`config.mk`:
```
export PLATFORM = sky130hd
export DESIGN_NAME = pc_gen
export DESIGN_NICKNAME = d
export VERILOG_FILES = /design/src/rtl/pc_gen_pkg.sv /design/src/rtl/pc_gen.sv
export SDC_FILE = /design/constraint.sdc
export NUM_CORES = 1
export LEC_CHECK = 0
export CAP_MARGIN = 5
export CELL_PAD_IN_SITES_DETAIL_PLACEMENT = 0
export CELL_PAD_IN_SITES_GLOBAL_PLACEMENT = 1
export CORE_ASPECT_RATIO = 1.2
export CORE_MARGIN = 3
export CORE_UTILIZATION = 30
export CTS_CLUSTER_DIAMETER = 100
export DETAILED_ROUTE_END_ITERATION = 16
export GPL_TIMING_DRIVEN = 0
export PLACE_DENSITY = 0.87
export SYNTH_ARGS = -nofsm -noshare
export SYNTH_HDL_FRONTEND = slang
export SYNTH_SLANG_ARGS = --single-unit
```
`constraint.sdc`:
```
create_clock -name clk -period 2.5 [get_ports clk]
set_clock_uncertainty 0.05 [all_clocks]
set_input_delay 0.5 -clock clk [delete_from_list [all_inputs] [get_ports clk]]
set_output_delay 0.5 -clock clk [all_outputs]
set_load 0.01 [all_outputs]
```
`src/rtl/pc_gen_pkg.sv`:
```
// pc_gen_pkg: shared constants and types for the fetch PC generation stage.
//   STALL_W    - width of the pipeline stall vector (bit 0 freezes the PC stage)
//   BR_WD      - width of a redirect bus {enable, target[31:0]}
//   STOP/NO_STOP - stall bit encodings
//   PEND_*     - 2-bit priority codes of a held redirect (higher value wins)
package pc_gen_pkg;

  localparam int unsigned STALL_W = 6;
  localparam int unsigned BR_WD   = 33;

  localparam logic STOP    = 1'b1;
  localparam logic NO_STOP = 1'b0;

  localparam logic [1:0] PEND_BP    = 2'd0;
  localparam logic [1:0] PEND_BR    = 2'd1;
  localparam logic [1:0] PEND_FLUSH = 2'd2;

  typedef enum logic {
    StIdle,
    StHeld
  } pend_state_e;

  // A live candidate beats the held slot when nothing is held or when its
  // priority is at least that of the held one (ties go to the live value).
  function automatic logic live_beats_pend(input logic       live_v,
                                           input logic [1:0] live_kind,
                                           input logic       held,
                                           input logic [1:0] pend_kind);
    return live_v && (!held || (live_kind >= pend_kind));
  endfunction

endpackage

```
`src/rtl/pc_gen.sv`:
```
// pc_gen: program-counter generation at the head of the fetch pipeline.
// Picks the next fetch address from flush target, branch correction,
// predictor hit or PC+4, and holds redirects that arrive while stalled.
// Ports:
//   clk, rst   - clock, synchronous active-high reset
//   stall      - stall vector, stall[0] freezes the PC register
//   flush      - exception/ERET flush, new_pc is its target
//   br_bus     - {br_e, br_target} execute-stage branch correction
//   bp_bus     - {bp_e, bp_target} branch-predictor hit
//   pc         - current fetch PC (inst-SRAM address, bpu.if_pc)
//   ce         - inst-SRAM enable
//   pend_v     - a held redirect is pending
module pc_gen
  import pc_gen_pkg::*;
#(
  parameter logic [31:0] RESET_PC = 32'hBFC0_0000
) (
  input  logic               clk,
  input  logic               rst,
  input  logic [STALL_W-1:0] stall,
  input  logic               flush,
  input  logic [31:0]        new_pc,
  input  logic [BR_WD-1:0]   br_bus,
  input  logic [BR_WD-1:0]   bp_bus,
  output logic [31:0]        pc,
  output logic               ce,
  output logic               pend_v
);

  logic        w_br_e;
  logic [31:0] w_br_tgt;
  logic        w_bp_e;
  logic [31:0] w_bp_tgt;
  logic        w_live_v;
  logic [1:0]  w_live_kind;
  logic [31:0] w_live_pc;
  logic        w_live_wins;
  logic [31:0] w_next_pc;
  logic        w_unused;

  pend_state_e r_state;
  logic [1:0]  r_pend_kind;
  logic [31:0] r_pend_pc;
  logic [31:0] r_pc;
  logic        r_ce;

  assign {w_br_e, w_br_tgt} = br_bus;
  assign {w_bp_e, w_bp_tgt} = bp_bus;

  // Upper stall bits belong to later pipeline stages.
  assign w_unused = ^stall[STALL_W-1:1];

  // Highest-priority live candidate this cycle.
  always_comb begin
    w_live_v    = 1'b1;
    w_live_kind = PEND_BP;
    w_live_pc   = w_bp_tgt;
    if (flush) begin
      w_live_kind = PEND_FLUSH;
      w_live_pc   = new_pc;
    end else if (w_br_e) begin
      w_live_kind = PEND_BR;
      w_live_pc   = w_br_tgt;
    end else if (!w_bp_e) begin
      w_live_v = 1'b0;
    end
  end

  assign w_live_wins = live_beats_pend(w_live_v, w_live_kind, r_state == StHeld, r_pend_kind);

  always_comb begin
    w_next_pc = r_pc + 32'd4;  // modulo 2^32, wraps silently
    if (w_live_wins) begin
      w_next_pc = w_live_pc;
    end else if (r_state == StHeld) begin
      w_next_pc = r_pend_pc;
    end
  end

  always_ff @(posedge clk) begin
    if (rst) begin
      r_pc        <= RESET_PC - 32'd4;
      r_ce        <= 1'b0;
      r_state     <= StIdle;
      r_pend_kind <= PEND_BP;
      r_pend_pc   <= 32'd0;
    end else begin
      r_ce <= 1'b1;
      if (stall[0] == NO_STOP) begin
        // Slot is consumed or superseded by w_next_pc.
        r_pc        <= w_next_pc;
        r_state     <= StIdle;
        r_pend_kind <= PEND_BP;
        r_pend_pc   <= 32'd0;
      end else begin
        case (r_state)
          StIdle, StHeld: begin
            // Lower-priority candidates are dropped while a slot is held.
            if (w_live_wins) begin
              r_state     <= StHeld;
              r_pend_kind <= w_live_kind;
              r_pend_pc   <= w_live_pc;
            end
          end
          default: r_state <= StIdle;
        endcase
      end
    end
  end

  assign pc     = r_pc;
  assign ce     = r_ce;
  assign pend_v = (r_state == StHeld);

endmodule

```
# == Yosys cells after proc, flatten, opt, wreduce, memory -nomap -nowiden ==
# Index checks and enable logic that the tools add are counted.
# classes
n_lt_le_gt_ge,1
reduce_logical,4
mux,10
add_sub_neg,1
bitwise_logic,1
# ops
operator,n
$mux W32,4
$add A32 B3 Y32 const B,1
$mux W1,5
$ge A2 B2 Y1,1
$mux W2,1
$reduce_or A2 Y1,1
$logic_and A1 B1 Y1,1
$logic_not A1 Y1,1
$logic_or A1 B1 Y1,1
$not A1 Y1,1
# totals
in_bits,107
wordCells,22
regBits,68

# == Depth between registers and ports, before layout ==
# depth
depth_word,6
depth_mapped,12
ltp_nobuf,7

# == Worst setup path before layout ==
# Ideal clock, no wire load.
# synth_path
path_kind,input to register
start,in flush
end,reg r_pc[19] (netlist: pc[19])
cell_stages,10
setup_ns,0.122
path_slack_ns,-0.149
path_buffers,4
t_arrival_ns,2.477
path_cell_list,buf_2 clkbuf_1 clkbuf_1 nand2b_1 ha_1 nor2b_1 o21ai_0 clkbuf_1 and3_1 o32a_1
# synth_via
elab_chain_len,5
elab_cells_between_ends,7
# synth_lines
element,line_no,text
from (decl),pc_gen.sv:21,"input logic flush,"
$mux W2,pc_gen.sv:58,if (flush) begin
$ge A2 B2 Y1,pc_gen_pkg.sv:29,return live_v && (!held || (live_kind >= pend_kind));
$logic_or A1 B1 Y1,pc_gen_pkg.sv:29,
$logic_and A1 B1 Y1,pc_gen_pkg.sv:29,
$mux W32 (*),pc_gen.sv:73,if (w_live_wins) begin
to (signal assigned),pc_gen.sv:82,r_pc <= RESET_PC - 32'd4;
to (signal assigned),pc_gen.sv:91,r_pc <= w_next_pc;
to (decl),pc_gen.sv:44,logic [31:0] r_pc;
# Mark *: on every way between the ends. The rest lies on a longest branch, timed or not.
# A chain may end at the register's enable or synchronous reset.

# == Worst setup path in the final report ==
# layout_path
start,reg r_pc[3] (netlist: pc[3])
end,reg r_pc[24] (netlist: pc[24])
# layout_via
elab_chain_len,3
# layout_lines
element,line_no,text
$add A32 B3 Y32,pc_gen.sv:72,w_next_pc = r_pc + 32'd4;
$mux W32,pc_gen.sv:75,end else if (r_state == StHeld) begin
$mux W32,pc_gen.sv:73,
# Every way passes these cells.

==> results.txt <==
CP Launch Type - flip-flop
Share of layout cells above drive strength 1 - 0.1296
#FFs+latches synth - 68
Die height - 138.9 um
Worst slew pin tran - 977.3 ps
Crit Path Category - reg -> reg
Root buffer cell - clkbuf_16
Worst reg2reg path startpoint - pc[3]$_SDFFE_PP1N_
Synth warn - 0
Routed vias/inst - 5.561
Gr ovfl total - 0
Detail Route Antenna Nets - 0
Fin crit period - 2375 ps
Nets - 838
Pre-CTS setup slack - -1260 ps
F_max - 421.0 MHz
Die Area - 16210 um2
Vias in the first global route - 5084
Max-cap violations - 0
R2R Path End - pc[24]$_SDFFE_PP1N_
Worst EP arrival - 2590 ps
Leakage power - 2.516 nW
Post-Syn Area per Cell - 7.677 um2
Worst EP required - 2710 ps
Total GRT Usage - 0.2195
Reg clk slew, reported paths - 60 ps
RSZ-0062 raised after global routing - no
Worst Min Path Start - r_pend_pc[6]$_SDFFE_PP0P_
WL final - 18.11 mm
Yosys cell types - 69
Drt drc - 0
Fin crit share - 0.9502
FF-to-FF path depth - 6
Core region area - 14110 um2
Setup ws final - 124.6 ps
Buffers on Ports - 133
Die X - 116.7 um
Clock sink count - 68
Final hold violations - 0
Largest net degree at the start of global routing - 12
GP Congestion - 0.8922
Max clock buf depth - 2
Synthesized Nets - 685
Sequential-to-total area share from yosys stat - 0.3084
Crit. End Element - flip-flop
Hold endpoint - r_pend_pc[6]$_SDFFE_PP0P_
CTS tree - built
Number of antenna repair diodes - 0
R2R setup slack - 120 ps
Min-Delay Path Class - reg -> reg
First-pass iteration count of the detailed router - 5
CTS Hold Buffers Added - 0
Layout area overhead - 48.04%
Critical-path maximum fanout - 5
Clk_lat worst skew - 340 ps
Async SR Flop Fraction - 0
Total CTS buffers - 9
Hold-critical path depth - 2
Status - complete, no violations
Slew margin rel. - 0.3461
FP Rows - 47
VDD IR-drop max - 254.7 uV
Initial antenna violation count - 0
Finish-stage setup viols - 0
DR WL/cell - 20.03 um
Synthesized cell area - 4414 um2
Ports - 141
Final Max Tran Viols - 0
Hpwl dp - 13.36 mm
Post-synth EDFFs - 0
Cell Pwr Density - 573.0 nW/um2
First-pass GRT wire length - 27.59 mm
Primary FF master, synth - dfxtp_1
Tot Pwr - 3.744 mW
Syn Inst Count - 575
Drt initial violations - 438
Starting Density - 0.3128
Htree depth - 3
Routed vias - 5027
-- state kept, by name, indices dropped and copies added, names as in the netlist --
name         cells
ce               1
pc              32
pend_v           1
r_pend_kind      2
r_pend_pc       32
-- layout make-up --
type | instances | area (um2)
buffer | 41 | 296.5
clock buffer | 11 | 252.7
clock inverter | 5 | 50.05
fill | 1446 | 7579
inverter | 12 | 45.04
multi-input combinational | 453 | 2895
sequential | 68 | 1363
tap | 171 | 214.0
timing repair buffer | 143 | 1419
-- layer usage --
| layer | wire [um] | global-route usage | up-vias |
|---|---|---|---|
| li1 | - | - | 2421 |
| met1 | 7442 | 0.2863 | 2339 |
| met2 | 8778 | 0.3617 | 230 |
| met3 | 1433 | 0.03055 | 37 |
| met4 | 454 | 0.08575 | 0 |
| met5 | 0 | 0 | - |
-- Yosys cell counts, types with 11 or more instances --
master    number  area [um2]
nand4_1       11       68.82
o21ai_0       32       160.2
mux2i_1       27       270.3
a31oi_1       11       68.82
inv_1         12       45.04
nand2_1       77       289.0
a21oi_1       55       275.3
o211ai_1      11       82.58
nand2b_1      12       75.07
clkbuf_1      20       75.07
nand3_1       18       90.09
nor2_1        53       198.9
dfxtp_1       68        1361
buf_2         19       95.09
-- power breakdown --
part           internal (mW)  total [mW]  leakage, nW  switching (mW)
clock                  0.819        1.31        0.155           0.489
combinational          0.557        1.12         1.80           0.565
sequential              1.18        1.31        0.561           0.134
-- worst max-delay path, cell delays in order (launching register included) --
cell     delay [ps]
dfxtp_1         410
ha_1            240
nand4_1         210
or4_4           580
nor4_4          300
mux2_1          350
nor3_1          150
-- repair_timing --
item,4_1_cts,5_1_grt
setup buffers,7,1
gates cloned,3,0
gates resized for setup,39,16
endpoints found under the setup margin,66,65
pin swaps,6,4
-- through the flow --
stage	setup TNS (ps)	hold WS [ps]	util	std cells	area, um2
finish	0	405.8	0.4630	904	6535
global route	0	421.9	0.4630	904	6535
CTS	0	404.6	0.4620	905	6520
detailed placement	-72060	395.2	0.4236	879	5978
global placement	-69440	386.9	0.4236	879	5978
floorplan	0	381.2	-	575	4433
-- placed cells by master, fill, tap and decap left out, types with 12 or more instances in the layout --
master,count
mux2i_1,25
nor2_1,52
clkdlybuf4s50_1,132
o21ai_0,31
a21oi_1,55
nand2_1,77
buf_2,12
nand3_1,18
inv_1,12
dfxtp_1,67
-- worst max-delay path by stage --
stage                           to  slack (ps)               start  cells after the start
5_1_grt        pc[24]$_SDFFE_PP1N_         0.7  pc[3]$_SDFFE_PP1N_                      6
4_1_cts         pc[7]$_SDFFE_PP1N_           5               flush                     14
3_3_place_gp    pc[7]$_SDFFE_PP1N_       -1200               flush                     13
6_report       pc[24]$_SDFFE_PP1N_         120  pc[3]$_SDFFE_PP1N_                      6
2_1_floorplan  pc[19]$_SDFFE_PP1N_          20               flush                     10
3_5_place_dp    pc[7]$_SDFFE_PP1N_       -1260               flush                     13
-- kinds of logic (layout without fill, tap and decap cells) --
logic type	count (synthesis)	in the layout	synth area share
AOI/OAI and AO/OA	182	182	0.2664
DFF	68	68	0.3084
muxes	34	34	0.07908
and+or+nand+nor	225	226	0.2653
adders and majority gates	3	3	0.008504
buffers and inverters	55	212	0.05640
xor gates and xnor gates	8	8	0.01587
Note: power is estimated with default switching activity, not from simulation.
